--- config.mk ---
export PLATFORM = sky130hd
export DESIGN_NAME = cvxif_vec_mv_unit
export DESIGN_NICKNAME = d
export VERILOG_FILES = /design/src/rtl/cvxif_vec_mv_unit.sv
export SDC_FILE = /design/constraint.sdc
export NUM_CORES = 2
export LEC_CHECK = 0
export CELL_PAD_IN_SITES_DETAIL_PLACEMENT = 0
export CELL_PAD_IN_SITES_GLOBAL_PLACEMENT = 1
export CORE_MARGIN = 4
export CORE_UTILIZATION = 53
export DETAILED_ROUTE_END_ITERATION = 6
export PLACE_DENSITY_LB_ADDON = 0.1
export SLEW_MARGIN = 10
export SYNTH_ARGS = -nofsm -noshare
export SYNTH_HDL_FRONTEND = slang
export SYNTH_SLANG_ARGS = --single-unit
export TNS_END_PERCENT = 5
--- constraint.sdc ---
create_clock -name clk_i -period 7.59 [get_ports clk_i]
set_clock_uncertainty 0.05 [all_clocks]
set_input_delay 0.759 -clock clk_i [delete_from_list [all_inputs] [get_ports clk_i]]
set_output_delay 0.759 -clock clk_i [all_outputs]
set_load 0.005 [all_outputs]
--- src/rtl/cvxif_vec_mv_unit.sv ---
// CV-X-IF coprocessor: scalar<->vector register moves (MV_V_X / MV_X_V).
// In-order retire queue with commit/kill tracking and one result register.
module cvxif_vec_mv_unit #(
  parameter int unsigned XLEN       = 64,
  parameter int unsigned QueueDepth = 4,
  parameter int unsigned NrVregs    = 32
) (
  input  logic            clk_i,
  input  logic            rst_ni,
  input  logic            issue_valid_i,
  output logic            issue_ready_o,
  input  logic [31:0]     issue_instr_i,
  input  logic [3:0]      issue_id_i,
  input  logic [XLEN-1:0] issue_rs1_i,
  input  logic            issue_rs_valid_i,
  output logic            issue_accept_o,
  output logic            issue_writeback_o,
  input  logic            commit_valid_i,
  input  logic [3:0]      commit_id_i,
  input  logic            commit_kill_i,
  output logic            result_valid_o,
  input  logic            result_ready_i,
  output logic [3:0]      result_id_o,
  output logic [XLEN-1:0] result_data_o,
  output logic [4:0]      result_rd_o,
  output logic            result_we_o
);

  localparam int unsigned PW = $clog2(QueueDepth);
  localparam int unsigned VW = $clog2(NrVregs);

  typedef enum logic {
    OP_VX = 1'b0,
    OP_XV = 1'b1
  } op_e;

  typedef struct packed {
    op_e             op;
    logic [3:0]      id;
    logic [4:0]      rd;
    logic [VW-1:0]   vidx;
    logic [XLEN-1:0] rs1;
    logic            cmt;
    logic            kill;
  } entry_t;

  entry_t          r_q [QueueDepth];
  logic [QueueDepth-1:0] r_vld;
  logic [PW-1:0]   r_head;
  logic [PW-1:0]   r_tail;
  logic [PW:0]     r_cnt;
  logic [XLEN-1:0] r_vreg [NrVregs];

  logic            r_res_valid;
  logic [3:0]      r_res_id;
  logic [XLEN-1:0] r_res_data;
  logic [4:0]      r_res_rd;

  logic            w_is_vx;
  logic            w_is_xv;
  logic            w_acc;
  logic            w_full;
  logic            w_push;
  logic            w_pop;
  logic            w_vwe;
  logic            w_rload;
  logic            w_res_free;
  logic            w_head_ok;
  entry_t          w_head;
  entry_t          w_new;
  logic [VW-1:0]   w_vd_idx;
  logic [VW-1:0]   w_vs2_idx;

  assign w_is_vx = (issue_instr_i & 32'hFE00707F) == 32'h0000000B;
  assign w_is_xv = (issue_instr_i & 32'hFE00707F) == 32'h0000100B;
  assign w_acc   = w_is_vx | w_is_xv;

  assign w_vd_idx  = VW'(32'(issue_instr_i[11:7]) % NrVregs);
  assign w_vs2_idx = VW'(32'(issue_instr_i[24:20]) % NrVregs);

  assign w_full        = r_cnt == (PW+1)'(QueueDepth);
  assign issue_ready_o = !w_full && (!w_acc || issue_rs_valid_i);
  assign w_push        = issue_valid_i & issue_ready_o & w_acc;

  assign issue_accept_o    = w_acc;
  assign issue_writeback_o = w_is_xv;

  // a commit arriving with the issue it names lands in the new entry
  always_comb begin
    w_new      = '0;
    w_new.op   = w_is_xv ? OP_XV : OP_VX;
    w_new.id   = issue_id_i;
    w_new.rd   = issue_instr_i[11:7];
    w_new.vidx = w_is_xv ? w_vs2_idx : w_vd_idx;
    w_new.rs1  = issue_rs1_i;
    w_new.cmt  = commit_valid_i & !commit_kill_i &
                 (commit_id_i == issue_id_i);
    w_new.kill = commit_valid_i & commit_kill_i &
                 (commit_id_i == issue_id_i);
  end

  assign w_head     = r_q[r_head];
  assign w_head_ok  = r_vld[r_head] & (w_head.cmt | w_head.kill);
  assign w_res_free = !r_res_valid | result_ready_i;

  always_comb begin
    w_pop   = 1'b0;
    w_vwe   = 1'b0;
    w_rload = 1'b0;
    if (w_head_ok) begin
      if (w_head.kill) begin
        w_pop = 1'b1;
      end else if (w_head.op == OP_VX) begin
        w_pop = 1'b1;
        w_vwe = 1'b1;
      end else begin
        w_pop   = w_res_free;
        w_rload = w_res_free;
      end
    end
  end

  always_ff @(posedge clk_i or negedge rst_ni) begin
    if (!rst_ni) begin
      r_vld  <= '0;
      r_head <= '0;
      r_tail <= '0;
      r_cnt  <= '0;
      for (int i = 0; i < QueueDepth; i++) begin
        r_q[i] <= '0;
      end
    end else begin
      for (int i = 0; i < QueueDepth; i++) begin
        if (r_vld[i] && commit_valid_i &&
            r_q[i].id == commit_id_i) begin
          if (commit_kill_i) r_q[i].kill <= 1'b1;
          else               r_q[i].cmt  <= 1'b1;
        end
      end
      if (w_pop) begin
        r_vld[r_head] <= 1'b0;
        r_head        <= r_head + PW'(1);
      end
      if (w_push) begin
        r_q[r_tail]   <= w_new;
        r_vld[r_tail] <= 1'b1;
        r_tail        <= r_tail + PW'(1);
      end
      r_cnt <= r_cnt + (PW+1)'(w_push) - (PW+1)'(w_pop);
    end
  end

  always_ff @(posedge clk_i or negedge rst_ni) begin
    if (!rst_ni) begin
      for (int i = 0; i < NrVregs; i++) begin
        r_vreg[i] <= '0;
      end
    end else if (w_vwe) begin
      r_vreg[w_head.vidx] <= w_head.rs1;
    end
  end

  always_ff @(posedge clk_i or negedge rst_ni) begin
    if (!rst_ni) begin
      r_res_valid <= 1'b0;
      r_res_id    <= '0;
      r_res_data  <= '0;
      r_res_rd    <= '0;
    end else if (w_rload) begin
      r_res_valid <= 1'b1;
      r_res_id    <= w_head.id;
      r_res_data  <= r_vreg[w_head.vidx];
      r_res_rd    <= w_head.rd;
    end else if (result_ready_i) begin
      r_res_valid <= 1'b0;
    end
  end

  assign result_valid_o = r_res_valid;
  assign result_id_o    = r_res_id;
  assign result_data_o  = r_res_data;
  assign result_rd_o    = r_res_rd;
  assign result_we_o    = r_res_valid;

endmodule

Yosys cells after proc, flatten, opt, wreduce, memory -nomap -nowiden
Index checks and enable logic that the tools add are counted.
Word-level totals
  logic and storage cells: 170
  register bits: 2457
  output and inout bits: 78
  input port bits: 111
Operators by class
  bitwise gates (word level): 16
  order comparisons: 9
  add/subtract/negate cells: 4
  equal/unequal tests: 8
  reductions and logical operators: 19
  multiplexer cells: 46
Operator list (number)
  2048-bit bitwise mux: 1
  324-bit bitwise mux: 1
  64-bit binary-select mux with 5-bit select: 1
  64-bit demux with 5-bit select: 1
  245-bit 2-to-1 mux: 1
  81-bit 2-to-1 mux: 3
  64-bit 2-to-1 mux: 3
  81-bit binary-select mux with 2-bit select: 1
  81-bit demux with 2-bit select: 1
  1-bit 2-to-1 mux: 23
  4-bit == test: 5
  17-bit by 4-bit == test with 1-bit output, second input constant: 1
  17-bit by 8-bit == test with 1-bit output, second input constant: 1
  1-bit logical AND: 13
  2-bit 2-to-1 mux: 4
  4-bit 2-to-1 mux: 2
  1-bit bitwise AND: 7
  3-bit greater-or-equal comparator, second input constant: 2
  6-bit greater-or-equal comparator, second input constant: 1
  2-bit by 3-bit < comparator with 1-bit output, second input constant: 2
  6-bit by 1-bit < comparator with 1-bit output, second input constant: 1
  2-bit NOT with 3-bit output: 2
  5-bit NOT with 6-bit output: 1
  5-bit 2-to-1 mux: 1
  15 further kinds: 23

Longest topological paths before layout
  depth in word-level cells: 10
  mapped depth: 12
  depth with buffers taken out: 10

Least setup slack after synthesis
OpenSTA, ideal clock, no wires.
  path kind: register -> register
  start: register r_head[0]
  end: register r_cnt[2]
  period minus slack after synthesis: 3.546 ns
  data required time: 7.417 ns
  library setup time: 0.123 ns
  arrival time: 3.374 ns
  stages on the path, launching flop included: 13
  slack: 4.044 ns
  buffers on the path: 2
  cell sequence: dfrtp_1 buf_4 mux4_2 o21a_1 mux4_2 buf_2 a21boi_1 ha_1 inv_1 ha_1 fa_1 xnor2_1 xnor2_1
Between the ends
  longest elaborated chain between the ends: 8
  elaborated cells between the ends (all ways): 12
  classes of those cells: 1 x add/sub; 8 x mux; 3 x bitwise
RTL lines
  start: declaration: line 49  | logic [PW-1:0] r_head;
  start signal: assignment: line 142  | r_head <= r_head + PW'(1);
  2-bit NOT with 3-bit output (implied by the code): line 102  | assign w_head = r_q[r_head];
  81-bit binary-select mux with 2-bit select: line 102
  81-bit 2-to-1 mux (implied by the code) (2 in series): line 102
  1-bit 2-to-1 mux / 1-bit bitwise OR (equally long branches): line 113, 103
  1-bit 2-to-1 mux / 1-bit bitwise AND (equally long branches): line 111, 103
  1-bit 2-to-1 mux *: line 110  | if (w_head_ok) begin
  via w_pop: line 64  | logic w_pop;
  3-bit by 1-bit subtractor with 3-bit output *: line 149  | r_cnt <= r_cnt + (PW+1)'(w_push) - (PW+1)'(w_pop);
  end signal: assignment: line 149
  end: declaration: line 51  | logic [PW:0] r_cnt;
The timed path passes the listed nets; every way through them passes the cells marked *. The select of a mux whose other input is x is not followed.
A chain may end at the register's enable or synchronous reset.

Worst setup path after layout
  start: register r_head[0]
  end: register r_res_data[12], in the netlist result_data_o[12]
Between the ends
  longest elaborated chain between the ends: 8
  elaborated cells between the ends (all ways): 15
  classes of those cells: 11 x mux; 4 x bitwise
RTL lines
  2-bit NOT with 3-bit output (implied by the code): line 102
  81-bit binary-select mux with 2-bit select: line 102
  81-bit 2-to-1 mux (implied by the code) (2 in series): line 102
  5-bit NOT with 6-bit output (implied by the code): line 172  | r_res_data <= r_vreg[w_head.vidx];
  64-bit binary-select mux with 5-bit select: line 172
  64-bit 2-to-1 mux (implied by the code) (2 in series): line 172
  end signal: assignment: line 172
  end: declaration: line 56  | logic [XLEN-1:0] r_res_data;
Parallel ways exist; a longest one is shown, timed or not. The select of a mux whose other input is x is not followed.

==> metrics.cfg <==
[global_routing]
antenna_found_initial = 5
grt_usage_pct = 30.1
grt_max_degree = 167
first_global_vias = 79600
grt_pass1_wl_um = 492000
grt_overflow = 0

[sta]
worst-slew-pin-transition_ps = 1260
finalSetupViolCount = 0
finalCritPeriodShare_pct = 67.9
drv_slew = 0
relSlewSlack_pct = 15.9
rsz0062_at_grt = false
finalHoldViolCount = 0
finalSetupTns_ps = 0
max_freq_mhz = 194
fin_ws_ps = 2430
min_period_ps = 5160

[finish]
drive_gt1_share_pct = 9.56
num-nets-final = 11000
fin_util_pct = 58.9
final_cells = 13800
area_delta_synth_final_pct = 10.6

[placement]
dp_hpwl_um = 170000
pre_cts_ws_ps = 2460
finalWeightedCongestion = 0.770
port_buffers = 183
placed_cells = 13300

[detailed_routing]
drt-initial-drc-count = 6994
route.detailed.drc = 0
drtAntennaViolNets = 0
drt_wl_total_um = 317000
first_pass_iters = 6
viasPerCell = 5.90
num_vias = 81100
wl_per_cell_um = 23.1

[cts]
clkSinkCount = 2457
cts_tree = built
hold_buffers = 1
post-cts-setup-buffer-count = 0
htreeDepth = 5
root_buffer = clkbuf_16
clk_latency_ps = 920
post_cts_resized = 0
cts-buffers-inserted = 286
clockBufferDepth = 4
cts.clk_slew.worst_paths_ps = 60

[worst_setup_path]
worstPathMaxFanout = 88
worst_ep_arrival_time_ps = 5920
cp-end-kind = flip-flop
crit_type = reg2reg
critPathRequiredTime_ps = 8350
start_kind = flip-flop

[power_and_ir_drop]
vdd_drop_max_mv = 0.257
p_leak_nw = 52.6
totalPowerFinal_w = 0.0264
p_per_area_nw_per_um2 = 220

[synth]
synth_edf_count = 0
synthArstFlopShare_pct = 100
syn_nets = 11400
syn_area_um2 = 109000
synth_area_per_cell_um2 = 9.61
ys_seq_area_share_pct = 56.5
ys.flop_type = dfrtp_1
yosysUniqueCellTypes = 47
yosysWarnings = 0
synth_cells = 11300
yosys_register_bits = 2457

[outcome]
status = finished clean

[floorplanning]
start_util_pct = 53.2
die_x_um = 461
die_h_um = 461
die-area_um2 = 213000
core_um2 = 204000
ios = 189
num_rows = 166

[job]
cap_violations = 0

[min_path]
hold_path_class = reg2reg

==> state kept, by name, summed over array words and instances (netlist names) <==
signal / flops
result_data_o: 64
r_q: 324
r_head: 2
result_id_o: 4
r_vreg: 2048
result_rd_o: 5
r_tail: 2
r_vld: 4
result_valid_o: 1
r_cnt: 3
==> power by group <==
part           total [W]  leakage (nW)  internal [W]  switching, W
combinational   0.000368          14.0     0.0000738      0.000294
clock             0.0130          4.27       0.00771       0.00524
sequential        0.0131          34.3        0.0131  0.0000000441
==> area by class of cell <==
type,count,area (um^2)
antenna,4,10.0
inverter,14,57.6
sequential,2457,61500
timing repair buffer,374,3860
clock inverter,36,357
tap,2688,3360
clock buffer,425,8320
fill,17800,84100
multi-input combinational,7753,42900
==> path summary, 6_finish.rpt <==
check / from / endpoint / slack (ps) / depth (start not counted)
worst max register to register: r_head[0] / result_data_o[12] / 2430 / 9
min in group asynchronous: rst_ni / r_vreg[1287] / 480 / 2
worst min-delay path: r_vreg[1955] / r_vreg[1955] / 420 / 2
worst max-delay path: r_head[0] / result_data_o[12] / 2430 / 9
max in group asynchronous: rst_ni / r_vreg[349] / 4970 / 4
worst min register to register: r_vreg[1955] / r_vreg[1955] / 420 / 2
==> per-layer routing <==
metal	GRT usage, %	share of wire [%]	vias up
li1	-	-	37800
met1	43.1	45	40600
met2	48.8	47	2227
met3	4.02	5.5	505
met5	0	0.0022	-
met4	7.86	2.5	2
==> synthesized netlist by cell type (171+ instances only) <==
| cell | instances | area [um^2] |
|---|---|---|
| a211oi_1 | 256 | 1920 |
| a31oi_1 | 264 | 1650 |
| and2_1 | 192 | 1200 |
| buf_2 | 237 | 1190 |
| buf_4 | 171 | 1280 |
| clkbuf_1 | 518 | 1940 |
| dfrtp_1 | 2457 | 61500 |
| mux2_2 | 370 | 4170 |
| mux2i_1 | 394 | 3940 |
| nand2_1 | 3298 | 12400 |
| nand3_1 | 296 | 1480 |
| o21ai_0 | 2140 | 10700 |
==> kinds of logic after synthesis <==
group,after synthesis,synth area share (%)
compound gates,2995,15.9
xor+xnor,21,0.169
fa+ha+maj,11,0.133
buf+inv,1111,4.85
flops,2457,56.5
mux,780,7.79
simple gates,3946,14.6
==> cells in the final DEF (no fill, tap or decap), drive strengths merged, types with 182 or more instances in the layout <==
cell,count
a31oi,264
clkbuf,425
and2,192
nand3,296
mux2,370
a211oi,256
clkdlybuf4s50,182
buf,191
o21ai,2141
nand2,3298
dfrtp,2457
mux2i,394
==> worst max-delay path: stages, from the launching register on <==
cell and delay [ps]:
dfrtp_1 860, buf_4 410, inv_6 240, mux2_8 720
buf_4 760, buf_4 910, a211oi_1 190, a31oi_1 330
a32oi_1 100, a41oi_1 250
==> through the flow <==
stage / area (um^2) / hold slack (ps)
floorplan: 109000 / 392
global placement: 112000 / 403
detailed placement: 112000 / 411
CTS: 120000 / 415
global route: 120000 / 434
finish: 120000 / 418
No activity file was read; power rests on OpenSTA's default activity.
